<file path="src/rtl/dac_spi_tx.sv">
// dac_spi_tx: sends two 32-bit command frames (channel A, then channel B) to a
// serial DAC, with a chip-select gap between frames and a one-cycle done pulse.
module dac_spi_tx #(
    parameter int         HALF_PER = 2,
    parameter logic [3:0] CMD      = 4'b0011
) (
    input  logic       clk,
    input  logic       reset,
    input  logic       GO_DAC,
    input  logic [7:0] DAC0,
    input  logic [7:0] DAC1,
    output logic       DONE_DAC,
    output logic       DAC_CS,
    output logic       SPI_MOSI,
    output logic       SPI_CLK_DAC,
    output logic       DAC_CLR
);
    typedef enum logic [2:0] {IDLE, FRAME0, GAP, FRAME1, DONE} state_t;
    localparam logic [8:0] HP_M1  = 9'(HALF_PER - 1);
    localparam logic [8:0] GAP_M1 = 9'(2 * HALF_PER - 1);
    state_t      state, nxt;
    logic [8:0]  div;
    logic        half;
    logic [4:0]  bits;
    logic [31:0] sh;
    logic [7:0]  code1;
    logic        clr;
    logic        in_frame, bit_end, frame_end, gap_end, start;
    assign in_frame  = (state == FRAME0) || (state == FRAME1);
    assign bit_end   = in_frame && half && (div == HP_M1);
    assign frame_end = bit_end && (bits == 5'd31);
    assign gap_end   = (state == GAP) && (div == GAP_M1);
    // clr doubles as the post-reset arm flag, so GO is first honoured on the second edge
    assign start     = (state == IDLE) && GO_DAC && clr;
    always_ff @(posedge clk or negedge reset)
        if (!reset) state <= IDLE;
        else        state <= nxt;
    always_comb begin
        nxt = state;
        case (state)
            IDLE:    if (start) nxt = FRAME0;
            FRAME0:  if (frame_end) nxt = GAP;
            GAP:     if (gap_end) nxt = FRAME1;
            FRAME1:  if (frame_end) nxt = DONE;
            default: nxt = IDLE;
        endcase
    end
    always_ff @(posedge clk or negedge reset) begin
        if (!reset) begin
            div   <= '0;
            half  <= 1'b0;
            bits  <= '0;
            sh    <= '0;
            code1 <= '0;
            clr   <= 1'b0;
        end else begin
            clr <= 1'b1;
            if (start) begin
                sh    <= {8'h00, CMD, 4'h0, DAC0, 8'h00};
                code1 <= DAC1;
                div   <= '0;
                half  <= 1'b0;
                bits  <= '0;
            end else if (gap_end) begin
                sh  <= {8'h00, CMD, 4'h1, code1, 8'h00};
                div <= '0;
            end else if (in_frame) begin
                div <= (div == HP_M1) ? '0 : div + 9'd1;
                if (div == HP_M1) half <= ~half;
                // shifting at the end of the high phase keeps MOSI changes in the low phase
                if (bit_end) begin
                    sh   <= {sh[30:0], 1'b0};
                    bits <= bits + 5'd1;
                end
            end else if (state == GAP) begin
                div <= div + 9'd1;
            end else begin
                div  <= '0;
                half <= 1'b0;
                bits <= '0;
            end
        end
    end
    always_comb begin
        DAC_CS      = !in_frame;
        SPI_CLK_DAC = in_frame && half;
        SPI_MOSI    = in_frame && sh[31];
        DONE_DAC    = (state == DONE);
        DAC_CLR     = clr;
    end
endmodule

</file>
<file path="config.mk">
export PLATFORM = sky130hd
export DESIGN_NAME = dac_spi_tx
export DESIGN_NICKNAME = d
export VERILOG_FILES = /design/src/rtl/dac_spi_tx.sv
export SDC_FILE = /design/constraint.sdc
export NUM_CORES = 1
export LEC_CHECK = 0
export CORE_AREA = 2 2 93 95
export CTS_CLUSTER_DIAMETER = 100
export DETAILED_ROUTE_END_ITERATION = 7
export DIE_AREA = 0 0 95 97
export GPL_TIMING_DRIVEN = 0
export PLACE_DENSITY = 0.52
export SLEW_MARGIN = 20
export SYNTH_ARGS = -nofsm -noshare
export SYNTH_HDL_FRONTEND = slang
export SYNTH_SLANG_ARGS = --single-unit
</file>
<file path="constraint.sdc">
create_clock -name clk -period 2.3 [get_ports clk]
set_input_delay 0.345 -clock clk [delete_from_list [all_inputs] [get_ports clk]]
set_output_delay 0.345 -clock clk [all_outputs]
set_load 0.03 [all_outputs]
</file>
### Yosys cells after proc, flatten, opt, wreduce, memory -nomap -nowiden

Index checks and enable logic that the tools add are counted.

| storage, ports and cells | value |
|---|---|
| register bits | 59 |
| bits of input ports | 19 |
| output and inout port bits | 5 |
| logic and storage cells | 65 |

| operators by class | value |
|---|---|
| add/sub/neg operators | 2 |
| equality and inequality tests | 15 |
| multiplexer cells | 24 |
| bitwise operators | 1 |
| reduce and logical (&&, ||, !) cells | 16 |

Operators by type and width:

| kind | count |
|---|---|
| 32-bit 2-to-1 mux | 4 |
| 9-bit 2-to-1 mux | 5 |
| 5-bit 2-to-1 mux | 5 |
| 3-bit 2-to-1 mux | 4 |
| 3-bit case mux with 4 select lines | 1 |
| 9-bit by 1-bit adder with 9-bit output, second input constant | 1 |
| 9-bit by 1-bit == test with 1-bit output, second input constant | 1 |
| 9-bit by 2-bit == test with 1-bit output, second input constant | 1 |
| 2-bit != test, second input constant | 4 |
| 1-bit logical AND | 7 |
| 3-bit by 2-bit == test with 1-bit output, second input constant | 2 |
| 3-bit by 1-bit != test with 1-bit output, second input constant | 2 |
| 3-bit AND reduction | 2 |
| 3-bit nonzero test | 2 |
| 5-bit by 1-bit adder with 5-bit output, second input constant | 1 |
| 5-bit == test, second input constant | 1 |
| 1-bit 2-to-1 mux | 5 |
| 4-bit AND reduction | 1 |
| 3-bit by 1-bit == test with 1-bit output, second input constant | 1 |
| 3-bit == test, second input constant | 1 |
| 3-bit zero test | 1 |
| 3-bit != test, second input constant | 1 |
| 2-bit by 1-bit != test with 1-bit output, second input constant | 1 |
| 2-bit AND reduction | 1 |
| other kinds (3) | 3 |

### Logic depth before layout (Yosys ltp)

| depth | value |
|---|---|
| depth in word-level cells | 8 |
| gate-level depth with buffers | 7 |
| depth with buffers taken out | 7 |

### Worst setup path before layout

Ideal clock, no wire load.

| timing | value |
|---|---|
| path type | flip-flop to flip-flop |
| start point | reg state[0] |
| end point | reg sh[11] |
| setup time | 0.127 ns |
| arrival time | 1.784 ns |
| path slack | 0.390 ns |
| stages on the path, launching flop included | 8 |
| buffers on the path | 3 |
| cells stage by stage | dfrtp_1 -> buf_2 -> and3b_1 -> clkbuf_1 -> nand4_1 -> buf_2 -> o211ai_1 -> a2bb2oi_1 |

| on the way | value |
|---|---|
| cells in the longest elaborated chain, start to end | 6 |
| elaborated cells between the ends (all ways) | 15 |
| classes of those cells | 3 x eq/ne; 2 x mux; 10 x reduce/logical |

RTL lines:

| item | RTL line | RTL |
|---|---|---|
| from (decl) | 21 | `state_t state, nxt;` |
| from (signal assigned) | 37 | `else state <= nxt;` |
| 3-bit by 1-bit == test with 1-bit output or 3-bit by 2-bit == test with 1-bit output (tied branches) | 29 | `assign in_frame = (state == FRAME0) \|\| (state == FRAME1);` |
| 1-bit logical OR * | 29 |  |
| 1-bit logical AND * | - |  |
| via SPI_CLK_DAC | 15 | `output logic SPI_CLK_DAC,` |
| 1-bit logical AND * | 30 | `assign bit_end = in_frame && half && (div == HP_M1);` |
| 3-bit nonzero test (no line) * | - |  |
| 2-bit AND reduction (no line) * | - |  |
| to (signal assigned) | 59 | `sh <= {8'h00, CMD, 4'h0, DAC0, 8'h00};` |
| to (signal assigned) | 65 | `sh <= {8'h00, CMD, 4'h1, code1, 8'h00};` |
| to (signal assigned) | 72 | `sh <= {sh[30:0], 1'b0};` |
| to (decl) | 25 | `logic [31:0] sh;` |

The timed path passes the listed nets; every way through them passes the cells marked *.
A chain may end at the register's enable or synchronous reset.

### Final worst setup path

| timing | value |
|---|---|
| start point | reg div[5] |
| end point | reg sh[14] |

| on the way | value |
|---|---|
| cells in the longest elaborated chain, start to end | 4 |
| elaborated cells between the ends (all ways) | 9 |
| classes of those cells | 2 x eq/ne; 2 x mux; 5 x reduce/logical |

RTL lines:

| item | RTL line | RTL |
|---|---|---|
| from (decl) | 22 | `logic [8:0] div;` |
| from (signal assigned) | 68 | `div <= (div == HP_M1) ? '0 : div + 9'd1;` |
| from (signal assigned) | 76 | `div <= div + 9'd1;` |
| 9-bit by 1-bit == test with 1-bit output or 9-bit by 2-bit == test with 1-bit output (tied branches) | 30, 32 |  |
| 1-bit logical AND, on equally long branches | 30, 32 |  |
| 3-bit nonzero test (no line) or 32-bit 2-to-1 mux (tied branches) | - |  |
| 2-bit AND reduction (no line) or 32-bit 2-to-1 mux (tied branches) | - |  |

Several ways; a longest one is shown, not always the timed one.

==> out/results.ini <==
[route]
via_count=1836
drt_iter0_drc=109
drc=0
postRouteAntennaNets=0
via_per_inst=4.781
wirelength_um=4998
detail_route.wl_per_cell_um=13.02
drtPass1Iterations=4

[final_layout]
fin_cells=384
layout-drive-gt1-share=0.08244
syn_to_final_growth_pct=19.20
design_area_um2=2843
ff_latch_area_um2=1276
fillers=855
multi_input_area_um2=1052
final_net_count=301
insertedDiodeCount=0

[timing]
post-route-period-util=0.9049
report.final.setup_viol=0
maxSlewViolCount=0
hold_violations=0
max_freq_mhz=480.5
worst_pin_slew_ps=652.6
fin_skew_ps=3.967
fin_crit_ps=2081
maxSlewHeadroom=0.5650
rsz0062_at_grt=no
holdWs_ps=63.79

[synth]
synthArstFlopShare=1.000
synth.avg_cell_area_um2=9.616
ys_seq_area_frac=0.5352
ys_warn_count=0
yosys_register_bits=51
synth_area_leaders=dfrtp_1, nand2_1, a21oi_1
synth-edff-count=0
syn_nets=271
synth_area_leader_cell=dfrtp_1
synth_area_um2=2385
synthFlopType=dfrtp_1
synthDistinctLibCells=38
yosysMostFrequentCell=nand2_1
synthTopCellsByCount=nand2_1, dfrtp_1, a21oi_1
synth_top_cell_area_share=0.5352
syn_inst=248

[critical_path]
startpoint_type=flip-flop
r2r_start=div[5]
rrSetupSlack_ps=220
crit_path_end_kind=flip-flop
reg2regPathDepth=5
critPathArrivalTime_ps=2270
r2r-end=sh[14]
path_class=reg2reg
cp_max_fo=10
required_ps=2490

[floorplan]
io_pins=24
dieArea_um2=9215
placementRows=33
dieHeight_um=97
die_w_um=95
core_area_um2=8134
start_util=0.2932

[placement]
dp_hpwl_um=3406
numPortBuffers=23
place_area_um2=2744
gp_congestion=0.7087
dp_cells=376

[power]
p_int_mw=1.139
swShare=0.2171
leakagePower_nw=1.297
ir_drop_mv=0.1733
total_power_mw=1.455
comb_power_share=0.035
pwr-share-seq=0.617
p_clk_frac=0.348
power.density_nw_per_um2=511.7
p_switching_uw=315.8

[global_route]
grt_pass1_wl_um=9039
grt_util_all_layers=0.1227
grt_pass1_vias=1872
overflow=0
antenna_found_initial=0
grt_max_degree=52

[job]
cap_violations=0

[cts]
numCtsBuffers=5
hold_buffers=0
cts.sinks=51
cts-root-buf=clkbuf_8
cts_tree=built
clk_pin_slew_worst_paths_ps=90
clkLatencyLatePin_ps=300
cts.htree.levels=2
clockBufferDepth=2

[worst_hold_path]
holdCritPathClass=in2async

[run_status]
status=completed

[layout make-up]
class,instances,share of cell area
tap,105,0.04621
timing repair buffer,23,0.08099
clock inverter,1,0.001761
buffer,14,0.02245
sequential,51,0.4489
multi-input combinational,181,0.3702
inverter,2,0.002641
clock buffer,7,0.02685
[metal layers]
metal | track usage | share of wire | up-vias
met2 | 0.1795 | 0.45 | 27
li1 | - | - | 921
met3 | 0.02882 | 0.034 | 5
met4 | 0.03679 | 0.0096 | 0
met5 | 0 | 0 | -
met1 | 0.1792 | 0.50 | 883
[power groups by stage]
stage                     clock network, mW  registers (mW)  logic [mW]
after floorplan                           0           0.917    0.000441
after global placement                    0           0.915      0.0547
final                                 0.506           0.897      0.0513
after CTS                             0.534           0.897      0.0542
after global routing                  0.570           0.898      0.0584
after detailed placement                  0           0.915      0.0538
[metrics by stage]
| stage | setup WS (ps) | util | setup TNS [ps] |
|---|---|---|---|
| global placement | -804.0 | 0.3376 | -40900 |
| finish | 218.7 | 0.3495 | 0 |
| detailed placement | 148.6 | 0.3373 | 0 |
| floorplan | 389.7 | - | 0 |
| CTS | 18.02 | 0.3472 | 0 |
| global route | 48.06 | 0.3495 | 0 |
[what timing repair did]
action                                  4_1_cts  5_1_grt
endpoints found under the hold margin         0        0
buffers inserted                              0        0
endpoints found under the setup margin        3       12
gates resized for setup                       3        5
[cell families (layout without fill, tap and decap cells)]
family                     count (synthesis)  in the layout  synth area share
adders and majority gates                  4              4           0.02099
DFF                                       51             51            0.5352
other                                      1              1          0.001572
AOI/OAI and AO/OA                         50             50            0.1401
and+or+nand+nor                          118            118            0.2434
buffers and inverters                     16             47           0.02938
xor gates and xnor gates                   8              8           0.02938
[flip-flops by register name (all words and copies together) (netlist names)]
| signal | cells |
|---|---|
| bits | 5 |
| code1 | 8 |
| sh | 24 |
| DAC_CLR | 1 |
| div | 9 |
| state | 3 |
| half | 1 |
[worst max-delay path by stage]
stage               startpoint       end  slack, ps  depth (start not counted)
floorplan             state[0]    sh[11]        390                          7
global placement         reset    sh[27]       -800                          1
detailed placement      div[0]    sh[19]        150                          6
CTS                   state[1]  DONE_DAC         20                          4
global route          state[0]    sh[14]         50                          7
finish                  div[5]    sh[14]        220                          5
[layout by cell type (no fill, tap or decap), types with 3 or more instances in the layout]
master and n:
o21ai_0 6, a2bb2oi_1 7, o211ai_1 9, nor2_1 13, dfrtp_1 51, xor2_1 3, buf_2 8, nand4_1 3
a21oi_1 16, a22oi_1 8, xnor2_1 5, clkbuf_1 7, clkdlybuf4s50_1 18, clkbuf_8 5, nand3_1 10, ha_1 4
nand2b_1 4, nand2_1 63
[worst max-delay path, cell delays in order, from the launching register on]
cell and delay (ps):
dfrtp_1 450, nor4_4 480, nand4_1 430, buf_2 330
o211ai_1 200, a2bb2oi_1 80
No activity file was read; power rests on OpenSTA's default activity.
